**src/rtl/cr16_pkg.sv**
```systemverilog
// Shared CR16 datapath definitions.
// Holds the ALU opcode constants, the multiply/divide opcode constants,
// the PSR status bit indices shared by the ALU and the multiply/divide unit,
// and the multiply/divide sequencer state encoding.
package cr16_pkg;

  // Single-cycle ALU opcodes
  localparam logic [3:0] ALU_OP_ADD  = 4'd0;
  localparam logic [3:0] ALU_OP_ADDC = 4'd1;
  localparam logic [3:0] ALU_OP_SUB  = 4'd2;
  localparam logic [3:0] ALU_OP_SUBC = 4'd3;
  localparam logic [3:0] ALU_OP_AND  = 4'd4;
  localparam logic [3:0] ALU_OP_OR   = 4'd5;
  localparam logic [3:0] ALU_OP_XOR  = 4'd6;
  localparam logic [3:0] ALU_OP_CMP  = 4'd7;

  // Multiply/divide opcodes; 4..7 are invalid and complete with zero results
  localparam logic [2:0] MD_OP_MUL  = 3'd0;
  localparam logic [2:0] MD_OP_MULU = 3'd1;
  localparam logic [2:0] MD_OP_DIV  = 3'd2;
  localparam logic [2:0] MD_OP_DIVU = 3'd3;

  // PSR status bit positions
  localparam int STATUS_W              = 5;
  localparam int STATUS_INDEX_CARRY    = 0;
  localparam int STATUS_INDEX_LOW      = 1;
  localparam int STATUS_INDEX_FLAG     = 2;
  localparam int STATUS_INDEX_ZERO     = 3;
  localparam int STATUS_INDEX_NEGATIVE = 4;

  // Multiply/divide sequencer states
  typedef enum logic [1:0] {
    MD_ST_IDLE = 2'd0,
    MD_ST_PREP = 2'd1,
    MD_ST_RUN  = 2'd2,
    MD_ST_FIX  = 2'd3
  } md_state_t;

endpackage

```
**src/rtl/cr16_cond_negate.sv**
```systemverilog
// Conditional two's-complement negate.
// Ports:
//   value  - input operand
//   negate - when high, result = -value, otherwise result = value
//   result - output
module cr16_cond_negate
  import cr16_pkg::*;
#(
  parameter int P_WIDTH = 16
) (
  input  logic [P_WIDTH-1:0] value,
  input  logic               negate,
  output logic [P_WIDTH-1:0] result
);

  assign result = negate ? (~value + P_WIDTH'(1)) : value;

endmodule

```
**src/rtl/cr16_muldiv.sv**
```systemverilog
// CR16 multi-cycle multiply/divide unit.
// Radix-2 shift-add multiply and restoring divide on operand magnitudes,
// with sign correction afterwards. Fixed latency: the start edge is edge 0,
// O_DONE pulses in the cycle after edge P_WIDTH+2.
// Ports:
//   I_CLK, I_RESET        - clock, synchronous active-high reset
//   I_START, I_OPCODE     - request and operation (sampled only when idle)
//   I_A, I_B              - multiplicand/divisor, multiplier/dividend
//   O_BUSY, O_DONE        - in-flight flag, one-cycle completion pulse
//   O_C, O_HI             - product low/high half, or quotient/remainder
//   O_STATUS              - PSR flags in the shared ALU bit layout
module cr16_muldiv
  import cr16_pkg::*;
#(
  parameter int P_WIDTH = 16
) (
  input  logic                I_CLK,
  input  logic                I_RESET,
  input  logic                I_START,
  input  logic [2:0]          I_OPCODE,
  input  logic [P_WIDTH-1:0]  I_A,
  input  logic [P_WIDTH-1:0]  I_B,
  output logic                O_BUSY,
  output logic                O_DONE,
  output logic [P_WIDTH-1:0]  O_C,
  output logic [P_WIDTH-1:0]  O_HI,
  output logic [STATUS_W-1:0] O_STATUS
);

  localparam int CNT_W = $clog2(P_WIDTH) + 1;
  localparam logic [P_WIDTH-1:0] MOST_NEG = {1'b1, {(P_WIDTH-1){1'b0}}};

  md_state_t            state;
  logic [2:0]           op_r;
  logic [P_WIDTH-1:0]   a_r, b_r;
  logic [P_WIDTH-1:0]   opnd_r;   // |multiplicand| or |divisor|
  logic [P_WIDTH-1:0]   hi_r;     // product high half / partial remainder
  logic [P_WIDTH-1:0]   lo_r;     // multiplier->product low / dividend->quotient
  logic                 res_neg_r, rem_neg_r;
  logic [CNT_W-1:0]     cnt_r;

  logic is_signed_op, is_div_op;
  assign is_signed_op = (op_r == MD_OP_MUL) || (op_r == MD_OP_DIV);
  assign is_div_op    = (op_r == MD_OP_DIV) || (op_r == MD_OP_DIVU);

  logic neg_a, neg_b;
  assign neg_a = is_signed_op & a_r[P_WIDTH-1];
  assign neg_b = is_signed_op & b_r[P_WIDTH-1];

  // Operand magnitudes; the most-negative value maps to its unsigned magnitude.
  logic [P_WIDTH-1:0] abs_a, abs_b;
  cr16_cond_negate #(.P_WIDTH(P_WIDTH)) u_abs_a (.value(a_r), .negate(neg_a), .result(abs_a));
  cr16_cond_negate #(.P_WIDTH(P_WIDTH)) u_abs_b (.value(b_r), .negate(neg_b), .result(abs_b));

  // One multiply step: conditionally add, then shift {carry,hi,lo} right.
  logic [P_WIDTH:0]   mul_sum;
  logic [P_WIDTH-1:0] mul_hi_nxt, mul_lo_nxt;
  always_comb begin
    mul_sum = {1'b0, hi_r} + {1'b0, opnd_r};
    if (lo_r[0]) begin
      mul_hi_nxt = mul_sum[P_WIDTH:1];
      mul_lo_nxt = {mul_sum[0], lo_r[P_WIDTH-1:1]};
    end else begin
      mul_hi_nxt = {1'b0, hi_r[P_WIDTH-1:1]};
      mul_lo_nxt = {hi_r[0], lo_r[P_WIDTH-1:1]};
    end
  end

  // One restoring-divide step. The shifted remainder can reach 2*divisor-1,
  // so the trial subtraction carries two extra bits to expose the borrow.
  logic [P_WIDTH:0]   div_shift;
  logic [P_WIDTH+1:0] div_diff;
  logic               div_borrow;
  logic [P_WIDTH-1:0] div_hi_nxt, div_lo_nxt;
  always_comb begin
    div_shift  = {hi_r, lo_r[P_WIDTH-1]};
    div_diff   = {1'b0, div_shift} - {2'b00, opnd_r};
    div_borrow = div_diff[P_WIDTH+1];
    div_hi_nxt = div_borrow ? div_shift[P_WIDTH-1:0] : div_diff[P_WIDTH-1:0];
    div_lo_nxt = {lo_r[P_WIDTH-2:0], ~div_borrow};
  end

  // Result sign correction
  logic [2*P_WIDTH-1:0] prod_fix;
  logic [P_WIDTH-1:0]   quo_fix, rem_fix;
  cr16_cond_negate #(.P_WIDTH(2*P_WIDTH)) u_fix_prod (
    .value({hi_r, lo_r}), .negate(res_neg_r & (op_r == MD_OP_MUL)), .result(prod_fix));
  cr16_cond_negate #(.P_WIDTH(P_WIDTH)) u_fix_quo (
    .value(lo_r), .negate(res_neg_r & (op_r == MD_OP_DIV)), .result(quo_fix));
  cr16_cond_negate #(.P_WIDTH(P_WIDTH)) u_fix_rem (
    .value(hi_r), .negate(rem_neg_r & (op_r == MD_OP_DIV)), .result(rem_fix));

  logic div_zero, div_ovf;
  assign div_zero = (a_r == '0);
  assign div_ovf  = (op_r == MD_OP_DIV) && (b_r == MOST_NEG) && (a_r == '1);

  logic [P_WIDTH-1:0]  fix_c, fix_hi;
  logic [STATUS_W-1:0] fix_st;
  always_comb begin
    fix_c  = '0;
    fix_hi = '0;
    fix_st = '0;
    case (op_r)
      MD_OP_MUL: begin
        fix_c  = prod_fix[P_WIDTH-1:0];
        fix_hi = prod_fix[2*P_WIDTH-1:P_WIDTH];
        fix_st[STATUS_INDEX_FLAG]     = (fix_hi != {P_WIDTH{fix_c[P_WIDTH-1]}});
        fix_st[STATUS_INDEX_ZERO]     = (prod_fix == '0);
        fix_st[STATUS_INDEX_NEGATIVE] = fix_hi[P_WIDTH-1];
      end
      MD_OP_MULU: begin
        fix_c  = lo_r;
        fix_hi = hi_r;
        fix_st[STATUS_INDEX_CARRY] = (hi_r != '0);
        fix_st[STATUS_INDEX_ZERO]  = ({hi_r, lo_r} == '0);
      end
      MD_OP_DIV: begin
        if (div_zero) begin
          fix_c  = '1;
          fix_hi = b_r;
        end else if (div_ovf) begin
          fix_c  = MOST_NEG;
          fix_hi = '0;
        end else begin
          fix_c  = quo_fix;
          fix_hi = rem_fix;
        end
        fix_st[STATUS_INDEX_FLAG]     = div_zero | div_ovf;
        fix_st[STATUS_INDEX_ZERO]     = (fix_c == '0);
        fix_st[STATUS_INDEX_NEGATIVE] = fix_c[P_WIDTH-1];
      end
      MD_OP_DIVU: begin
        fix_c  = div_zero ? '1 : lo_r;
        fix_hi = div_zero ? b_r : hi_r;
        fix_st[STATUS_INDEX_FLAG] = div_zero;
        fix_st[STATUS_INDEX_ZERO] = (fix_c == '0);
      end
      default: ;
    endcase
  end

  always_ff @(posedge I_CLK) begin
    if (I_RESET) begin
      state     <= MD_ST_IDLE;
      op_r      <= '0;
      a_r       <= '0;
      b_r       <= '0;
      opnd_r    <= '0;
      hi_r      <= '0;
      lo_r      <= '0;
      res_neg_r <= 1'b0;
      rem_neg_r <= 1'b0;
      cnt_r     <= '0;
      O_BUSY    <= 1'b0;
      O_DONE    <= 1'b0;
      O_C       <= '0;
      O_HI      <= '0;
      O_STATUS  <= '0;
    end else begin
      O_DONE <= 1'b0;
      case (state)
        // Accept a request
        MD_ST_IDLE: begin
          if (I_START) begin
            op_r   <= I_OPCODE;
            a_r    <= I_A;
            b_r    <= I_B;
            O_BUSY <= 1'b1;
            state  <= MD_ST_PREP;
          end
        end
        // Load magnitudes and remember result/remainder signs
        MD_ST_PREP: begin
          hi_r      <= '0;
          lo_r      <= abs_b;
          opnd_r    <= abs_a;
          res_neg_r <= neg_a ^ neg_b;
          rem_neg_r <= neg_b;
          cnt_r     <= '0;
          state     <= MD_ST_RUN;
        end
        // P_WIDTH iterations
        MD_ST_RUN: begin
          if (is_div_op) begin
            hi_r <= div_hi_nxt;
            lo_r <= div_lo_nxt;
          end else begin
            hi_r <= mul_hi_nxt;
            lo_r <= mul_lo_nxt;
          end
          cnt_r <= cnt_r + CNT_W'(1);
          if (cnt_r == CNT_W'(P_WIDTH - 1)) begin
            state <= MD_ST_FIX;
          end
        end
        // Sign fix, overrides, publish results
        MD_ST_FIX: begin
          O_C      <= fix_c;
          O_HI     <= fix_hi;
          O_STATUS <= fix_st;
          O_DONE   <= 1'b1;
          O_BUSY   <= 1'b0;
          state    <= MD_ST_IDLE;
        end
        default: state <= MD_ST_IDLE;
      endcase
    end
  end

endmodule
```
**config.mk**
```make
export PLATFORM = sky130hd
export DESIGN_NAME = cr16_muldiv
export DESIGN_NICKNAME = d
export VERILOG_FILES = /design/src/rtl/cr16_pkg.sv /design/src/rtl/cr16_cond_negate.sv /design/src/rtl/cr16_muldiv.sv
export SDC_FILE = /design/constraint.sdc
export NUM_CORES = 1
export LEC_CHECK = 0
export BUFFER_PORTS_ARGS = -buffer_cell sky130_fd_sc_hd__buf_2
export CAP_MARGIN = 20
export CORE_MARGIN = 2
export CORE_UTILIZATION = 66
export DETAILED_ROUTE_END_ITERATION = 6
export PLACE_DENSITY = 0.83
export SLEW_MARGIN = 40
export SYNTH_ARGS = -nofsm -noshare
export SYNTH_HDL_FRONTEND = slang
export SYNTH_SLANG_ARGS = --single-unit
```
**constraint.sdc**
```tcl
create_clock -name I_CLK -period 8.4 [get_ports I_CLK]
set_input_delay 0.84 -clock I_CLK [delete_from_list [all_inputs] [get_ports I_CLK]]
set_output_delay 0.84 -clock I_CLK [all_outputs]
set_load 0.01 [all_outputs]
```
Word-level counts from Yosys, hierarchy flattened
Index checks and enable logic that the tools add are counted.
W data, S select, Z words.

cells by class
  multiplexer cells = 32
  add/sub/neg operators = 8
  bitwise gates (word level) = 13
  equality and inequality tests = 12
  reductions and logical operators = 17

operators with widths
  operator                 number
  $mux W16                 16
  $pmux W16 S4             2
  $add A16 B1 Y16 const B  4
  $logic_not A32 Y1        2
  $not A16 Y16             4
  $pmux W16 S2             2
  $logic_not A16 Y1        3
  $add A32 B1 Y32 const B  1
  $eq A16 B16 Y1 const B   2
  $mux W32                 1
  $not A32 Y32             1
  $sub A17 B16 Y18         1
  $add A16 B16 Y17         1
  $ne A16 B16 Y1           1
  $reduce_bool A16 Y1      1
  $pmux W5 S2              1
  $pmux W2 S4              1
  $eq A3 B2 Y1 const B     2
  $reduce_and A2 Y1        3
  $add A5 B1 Y5 const B    1
  $and A1 B1 Y1            5
  $eq A5 B4 Y1 const B     1
  $eq A2 B2 Y1 const B     2
  $mux W2                  2
  15 further kinds         22

storage, ports and cells
  register bits = 130
  output and inout bits = 39

Logic depth before layout (Yosys ltp)
Gate-level depths: netlist of the first run.

  depth after elaboration = 8
  mapped depth = 11
  mapped depth without buffers = 11

By module
A second synthesis of the first run with hierarchy kept.

unflattened totals
  cells, all modules = 1363
  area total of the unflattened synthesis = 10100.9 sq um

modules (own cells, without submodules)
  module                          instances  cells each  area an instance (sq um)  sequential area each (sq um)
  cr16_muldiv                     1          1076        7992.7                    2602.5
  cr16_cond_negate (u_abs_a ...)  4          47          332.8                     0.0
  cr16_cond_negate (u_fix_prod)   1          99          777.0                     0.0

Least setup slack after synthesis of the first run
Ideal clock, no wire load.

  path type = flip-flop to flip-flop
  start = register lo_r[0]
  end = register O_STATUS[2]
  buffers on the path = 1
  period minus slack after synthesis = 2.912 ns
  data arrival time = 2.774 ns
  path slack = 5.488 ns
  cell stages (with the launch flop) = 12
  required time = 8.262 ns
  cell sequence = dfxtp_1 -> inv_2 -> ha_1 -> nor3b_1 -> and3_1 -> buf_2 -> a31oi_1 -> xnor2_1 -> nand4b_1 -> or3_1 -> o31ai_1 -> a41oi_1

on the way
  longest elaborated chain between the ends = 5

RTL lines
  item                      line                    source
  start: declaration        cr16_muldiv.sv:38       logic [P_WIDTH-1:0] lo_r;
  start signal: assignment  cr16_muldiv.sv:175      lo_r <= abs_b;
  start signal: assignment  cr16_muldiv.sv:186      lo_r <= div_lo_nxt;
  start signal: assignment  cr16_muldiv.sv:189      lo_r <= mul_lo_nxt;
  $not A32 Y32              cr16_cond_negate.sv:16  assign result = negate ? (~value + P_WIDTH'(1)) : value;
  $add A32 B1 Y32           cr16_cond_negate.sv:16
  $mux W32                  cr16_cond_negate.sv:16
  $ne A16 B16 Y1            cr16_muldiv.sv:107      fix_st[STATUS_INDEX_FLAG] = (fix_hi != {P_WIDTH{fix_c[P_WIDTH-1]}});
  $pmux W1 S3               cr16_muldiv.sv:103      case (op_r)
  end signal: assignment    cr16_muldiv.sv:200      O_STATUS <= fix_st;
  end: declaration          cr16_muldiv.sv:27       output logic [STATUS_W-1:0] O_STATUS

No other way between the ends.
A chain may end at the register's enable or synchronous reset.

Worst setup path in the final report of the first run
  start = register op_r[1]
  end = register O_HI[7]

on the way
  longest elaborated chain between the ends = 6
  elaborated cells between the ends (all ways) = 13
  those cells by class = 3 x eq/ne; 5 x mux; 2 x bitwise; 3 x reduce/logical

RTL lines
  item                                                  line                                                      source
  start: declaration                                    cr16_muldiv.sv:34                                         logic [2:0] op_r;
  start signal: assignment                              cr16_muldiv.sv:145                                        op_r <= '0;
  start signal: assignment                              cr16_muldiv.sv:165                                        op_r <= I_OPCODE;
  $eq A3 B2 Y1                                          cr16_muldiv.sv:91, cr16_muldiv.sv:95, cr16_muldiv.sv:103
  $and A1 B1 Y1 or $logic_and A1 B1 Y1 (tied branches)  cr16_muldiv.sv:91, cr16_muldiv.sv:95
  $mux W16 or $logic_and A1 B1 Y1 (tied branches)       cr16_cond_negate.sv:16, cr16_muldiv.sv:95
  $mux W16                                              cr16_muldiv.sv:121                                        end else if (div_ovf) begin
  $mux W16                                              cr16_muldiv.sv:118                                        if (div_zero) begin
  $pmux W16 S4 (*)                                      cr16_muldiv.sv:103
  end signal: assignment                                cr16_muldiv.sv:199                                        O_HI <= fix_hi;
  end: declaration                                      cr16_muldiv.sv:26                                         output logic [P_WIDTH-1:0] O_HI,

Mark *: on every way between the ends. The rest lies on a longest branch, timed or not.

==> run metrics, run 1 <==
status completed; Post-synth EDFFs 0; RSZ-0062 raised after global routing false; CP max FO 19; WP buf/inv 0; Hold Startpoint O_HI[13]; Post-Syn Area roughly 0.010 mm2; Overflow after GRT 0; Worst-path clk slew 0.07 ns; Seq/Total Area, Yosys 25.3%; total number of vias 11400; DRC Markers 0; Arr. time, crit path 4.16 ns; Yosys top cell by area dfxtp_1; Max Cap Viol 0; via/cell ratio 6.95; Hold Slack 0.443 ns; Setup Skew 0.00950 ns; Starting Density between 60% and 70%; Fin. Hold Viols 0; Max Root-Sink Buffers 2; static leakage approximately 4.3 nW; path depth of the worst reg2reg path 8; row count 45; #FFs+latches synth 130; GRT Total Usage 42.9%; post-CTS setup buffer count 0; drt initial violations approximately 1900; DP Cell Count roughly 1600; Clock Sinks 130; largest stage delay on the critical path just under 0.8 ns; Post-synth ARST share 0%; CP Depth 8; Critical Path, Cell by Cell or3b_2 > or4_1 > or4_4 > nand3_2 > o31ai_1 > mux2i_1 > o32ai_1 > a22o_1; number of global-route vias before repair 10200; Hold Buf Count CTS 0; Synth Instances roughly 1400; post-synth top area share 25.3%; Layout Utilization 73.7%; H-tree levels 4; Worst Path Required 8.74 ns; die height 129 um; ys flop type dfxtp_1; worst vdd ir ~0.28 mV; DIE AREA 0.0166 mm2; count of cell types in the netlist 80; antenna violations before repair 0; antenna-violating nets left 0; Clock Latency Late Sink between 0.4 and 0.5 ns; # IOs 77; Rel. slew slack between 40 and 50%; Reg2Reg Launch Point op_r[1]; Pre-Repair DR Iteration Count 7; crit start category register; Syn-to-layout area delta 9.13%; share of cells above drive strength 1 11.3%; ANT cells 0; Post-layout nets 1525; largest cells by area after synthesis dfxtp_1 (25%), nand2_1 (7.5%), a21oi_1 (6.9%); PnR worst setup slack roughly 4.6 ns; CTS tree done; Crit Reg-Reg Endpoint O_HI[7]; total CTS buffers 17; Mapped Nets 1528; Final Cycle Share a little under half; yosys warns 0; slowest stage cell, crit path dfxtp_1; final setup vio count 0; core area 0.0152 mm2; crit path capture type register; kind of critical path register to register; hold depth 2; largest net degree at the start of global routing 92; Placement Setup Slack roughly 4.8 ns; Final Max Tran Viols 0; worst-margin pin slew 0.885 ns; Placer Congestion 1.02; CP top delay family simple AND/OR/NAND/NOR gates; PortBufs 75; drt wl/cell 21.6 um; worst min path class register to register; Fin Setup TNS 0 ns; detailed placement HPWL 24900 um; drt total wl ~35000 um; Finished Layout Cells 1643; CTS Root Cell clkbuf_16; internal reg-to-reg setup slack between 4 and 5 ns; fmax 0.262 GHz; Min-Delay Endpoint O_HI[13]; die width 129 um; Tmin final 3.82 ns; first-pass GRT wire length around 55000 um; Mapped Avg Cell Area 7.11 um2; Resized cells post-CTS 0; Power Dens Cells 350 mW/mm2
==> placed cells by master, fill, tap and decap left out, drive strengths merged, types with 11 or more instances in the layout <==
cell and count:
xor2 41, or4 15, buf 93, a211oi 29, mux2i 16, nand2b 14
ha 43, o211ai 32, a21o 11, xnor2 44, inv 49, dfxtp 130
o21ai 99, nor3 45, clkbuf 18, o31ai 17, a22o 13, nand4 12
nand3 33, a21oi 141, a31oi 19, or3 25, nor4 14, nand2 206
nor2 128
==> tightest hold or removal path: stages (launching register included) <==
cell and delay (ns):
dfxtp_1 0.30, nand2_1 0.05, o21ai_1 0.05
==> synthesized netlist by cell type, drive strengths merged, types with 19 or more instances <==
library cell	instances
xor2	41
a31oi	19
ha	43
nand2	206
or3	25
o21ai	99
xnor2	44
nor2	128
clkbuf	103
a211oi	29
nor3	45
a21oi	141
nand3	33
dfxtp	130
inv	42
o211ai	32
==> per-layer routing <==
| layer | vias up | share of wire [%] | GRT usage, % |
|---|---|---|---|
| met5 | - | 0 | 0 |
| met4 | 0 | 4.4 | 17.2 |
| met3 | 153 | 13 | 11.9 |
| met2 | 837 | 42 | 63.6 |
| met1 | 5208 | 40 | 59.2 |
| li1 | 5220 | - | - |
==> through the flow <==
| step | cell area (um2) | total power, W |
|---|---|---|
| 2_1_floorplan | 10300 | 0.00248 |
| 3_3_place_gp | 10600 | 0.00299 |
| 3_5_place_dp | 10600 | 0.00303 |
| 4_1_cts | 11200 | 0.00381 |
| 5_1_grt | 11200 | 0.00413 |
| 6_report | 11200 | 0.00392 |
==> power breakdown <==
group          internal [W]  switching [W]  total, W
clock network      0.000446       0.000325  0.000770
logic              0.000730        0.00147   0.00220
registers          0.000721       0.000232  0.000954
==> state kept, by name, summed over array words and instances, names as in the netlist <==
register / count
state: 2
O_BUSY: 1
O_HI: 16
op_r: 3
rem_neg_r: 1
O_STATUS: 4
cnt_r: 5
lo_r: 16
a_r: 16
opnd_r: 16
b_r: 16
hi_r: 16
O_C: 16
res_neg_r: 1
O_DONE: 1
==> cell families (layout without fill, tap and decap cells) <==
logic type | Yosys count | in the layout | synth area share, %
xor gates and xnor gates | 85 | 85 | 7.25
AOI/OAI and AO/OA | 447 | 447 | 27.6
muxes | 22 | 22 | 2.22
buffers and inverters | 158 | 168 | 5.96
other | 1 | 1 | 0.0365
adders and majority gates | 45 | 45 | 5.63
DFF | 130 | 130 | 25.3
and+or+nand+nor | 557 | 557 | 25.9
==> how the worst max path moves through the flow <==
stage / startpoint / to / slack, ns
detailed placement: state[0] / O_STATUS[3] / 4.77
finish: op_r[1] / O_HI[7] / 4.58
global placement: state[0] / O_STATUS[3] / 4.46
global route: op_r[1] / O_STATUS[2] / 4.48
CTS: lo_r[0] / O_STATUS[2] / 4.75
floorplan: lo_r[0] / O_STATUS[2] / 5.49
==> cell type report <==
cell class | count | area, um2
flip-flops and latches | 130 | 2610
fillers | 1252 | 4000
repair buffers | 93 | 514
inverters | 43 | 161
clock buffers | 18 | 429
clock inverters | 14 | 166
well taps | 188 | 235
multi-input cells | 1157 | 7090
No activity file was read; power rests on OpenSTA's default activity.
==> run 2, diff against run 1 <==
--- a/config.mk
+++ b/config.mk
@@ -8,9 +8,9 @@
 export BUFFER_PORTS_ARGS = -buffer_cell sky130_fd_sc_hd__buf_2
 export CAP_MARGIN = 20
 export CORE_MARGIN = 2
-export CORE_UTILIZATION = 66
+export CORE_UTILIZATION = 62
 export DETAILED_ROUTE_END_ITERATION = 6
-export PLACE_DENSITY = 0.83
+export PLACE_DENSITY = 0.79
 export SLEW_MARGIN = 40
 export SYNTH_ARGS = -nofsm -noshare
 export SYNTH_HDL_FRONTEND = slang
==> constraint.sdc (replaced) <==
create_clock -name I_CLK -period 3.6 [get_ports I_CLK]
set_input_delay 0.36 -clock I_CLK [delete_from_list [all_inputs] [get_ports I_CLK]]
set_output_delay 0.36 -clock I_CLK [all_outputs]
set_load 0.01 [all_outputs]
==> run 2 against run 1 <==
The flow now finishes with violations (DRC); cell count rose by 5.9%; register-to-register slack worse by 4.3 ns; clock-buffer cell count decreased by 1; cell area is 4.2% higher; maximum frequency increased by 14%; die area grew 6.2%; combinational power grew to 2.6 times the previous value; largest cell class unchanged; sequential power rose by 110%; sequential share of layout area decreased by 0.95 points; highest routed layer unchanged.
==> run metrics, run 2 (synthesized netlist as in run 1, its figures left out) <==
commonest non-fill, non-tap cell in the layout nand2_1; drt wl/cell 21.5 um; Power Dens Cells 813 mW/mm2; antenna-violating nets left 0; worst-margin pin slew between 0.8 and 0.9 ns; Worst-path clk slew 0.07 ns; RSZ-0062 raised after global routing false; Final Cycle Share between 90 and 100%; CP max FO 8; Max Cap Viol 0; detailed placement HPWL approximately 27000 um; Finished Layout Cells around 1700; PortBufs 75; final instance area between 0.01 and 0.015 mm2; fmax between 0.2 and 0.3 GHz; via/cell ratio a little under 7; drt initial violations 1438; Fin. Hold Viols 0; kind of critical path register to register; number of global-route vias before repair approximately 10000; Placer Congestion about 1.0; worst min path class primary input to register; H-tree levels 4; CTS tree done; Clock Latency Late Sink 0.44 ns; Arr. time, crit path about 3.7 ns; die width 133 um; share of cells above drive strength 1 14.5%; die height 133 um; first-pass GRT wire length roughly 58000 um; Layout Utilization roughly 70%; total CTS buffers 17; worst vdd ir 0.538 mV; final setup vio count 0; crit path capture type register; Fin Setup TNS 0 ns; static leakage about 4.7 nW; Resized cells post-CTS 0; Setup Skew 0.0149 ns; Worst Path Required 3.93 ns; GRT Total Usage 41.8%; Pre-Repair DR Iteration Count 7; core area 0.0164 mm2; Clock Sinks 130; largest net degree at the start of global routing 58; DIE AREA 0.0176 mm2; Max Root-Sink Buffers 2; row count 47; Rel. slew slack 40.6%; Tmin final 3.36 ns; post-CTS setup buffer count 0; status complete, but fails checks; Placed Area 0.0111 mm2; total number of vias around 12000; ANT cells 0; Overflow after GRT 0; most frequent cells in the layout nand2_1 (205), a21oi_1 (141), dfxtp_1 (130); failing checks DRC; crit start category register; Hold Buf Count CTS 0; DP Cell Count ~1700; antenna violations before repair 0; Post-layout nets approximately 1600; DRC Markers 2; # IOs 77; CTS Root Cell clkbuf_16; Syn-to-layout area delta 13.7%; drt total wl 37300 um; Final Max Tran Viols 0; Starting Density roughly 63%
run 2: final timing paths:
| path | from | endpoint | slack [ns] | depth (start not counted) |
|---|---|---|---|---|
| worst min register to register | O_HI[4] | O_HI[4] | 0.46 | 2 |
| worst max-delay path | b_r[7] | O_HI[7] | 0.24 | 8 |
| worst min-delay path | I_A[7] | a_r[7] | 0.16 | 3 |
| worst max register to register | b_r[7] | O_HI[7] | 0.24 | 8 |
run 2: cell type report:
class                      count  area, um2
inverter                      43        161
tap                          220        275
multi-input combinational   1157       7060
clock inverter                15        146
clock buffer                  17        425
timing repair buffer         158        998
fill                        1366       4740
sequential                   130       2600
run 2: report_power, final:
group	internal (W)	total, W	switching [W]
sequential	0.00168	0.00203	0.000352
combinational	0.00199	0.00573	0.00375
clock	0.000917	0.00172	0.000801
run 2: critical path: stages, from the launching register on:
cell	delay, ns
dfxtp_1	0.37
or4_1	0.59
or4b_4	0.61
or4_4	0.59
nand3_2	0.20
o31ai_1	0.13
mux2i_1	0.32
o32ai_1	0.23
a22o_1	0.21
run 2: layer usage:
layer  vias up  global-route usage [%]  wire [um]
li1       5347                       -          -
met1      5370                    59.0      15500
met2       841                    61.4      15500
met3       136                    11.0       4930
met4         0                    14.8       1440
met5         -                       0          0
run 2: through the flow:
| step | setup slack [ns] | total power, W | hold slack (ns) |
|---|---|---|---|
| floorplan | 0.688 | 0.00580 | 0.451 |
| global placement | 0.392 | 0.00742 | 0.432 |
| detailed placement | 0.395 | 0.00749 | 0.446 |
| CTS | 0.345 | 0.00923 | 0.152 |
| global route | 0.184 | 0.00996 | 0.156 |
| finish | 0.238 | 0.00949 | 0.159 |
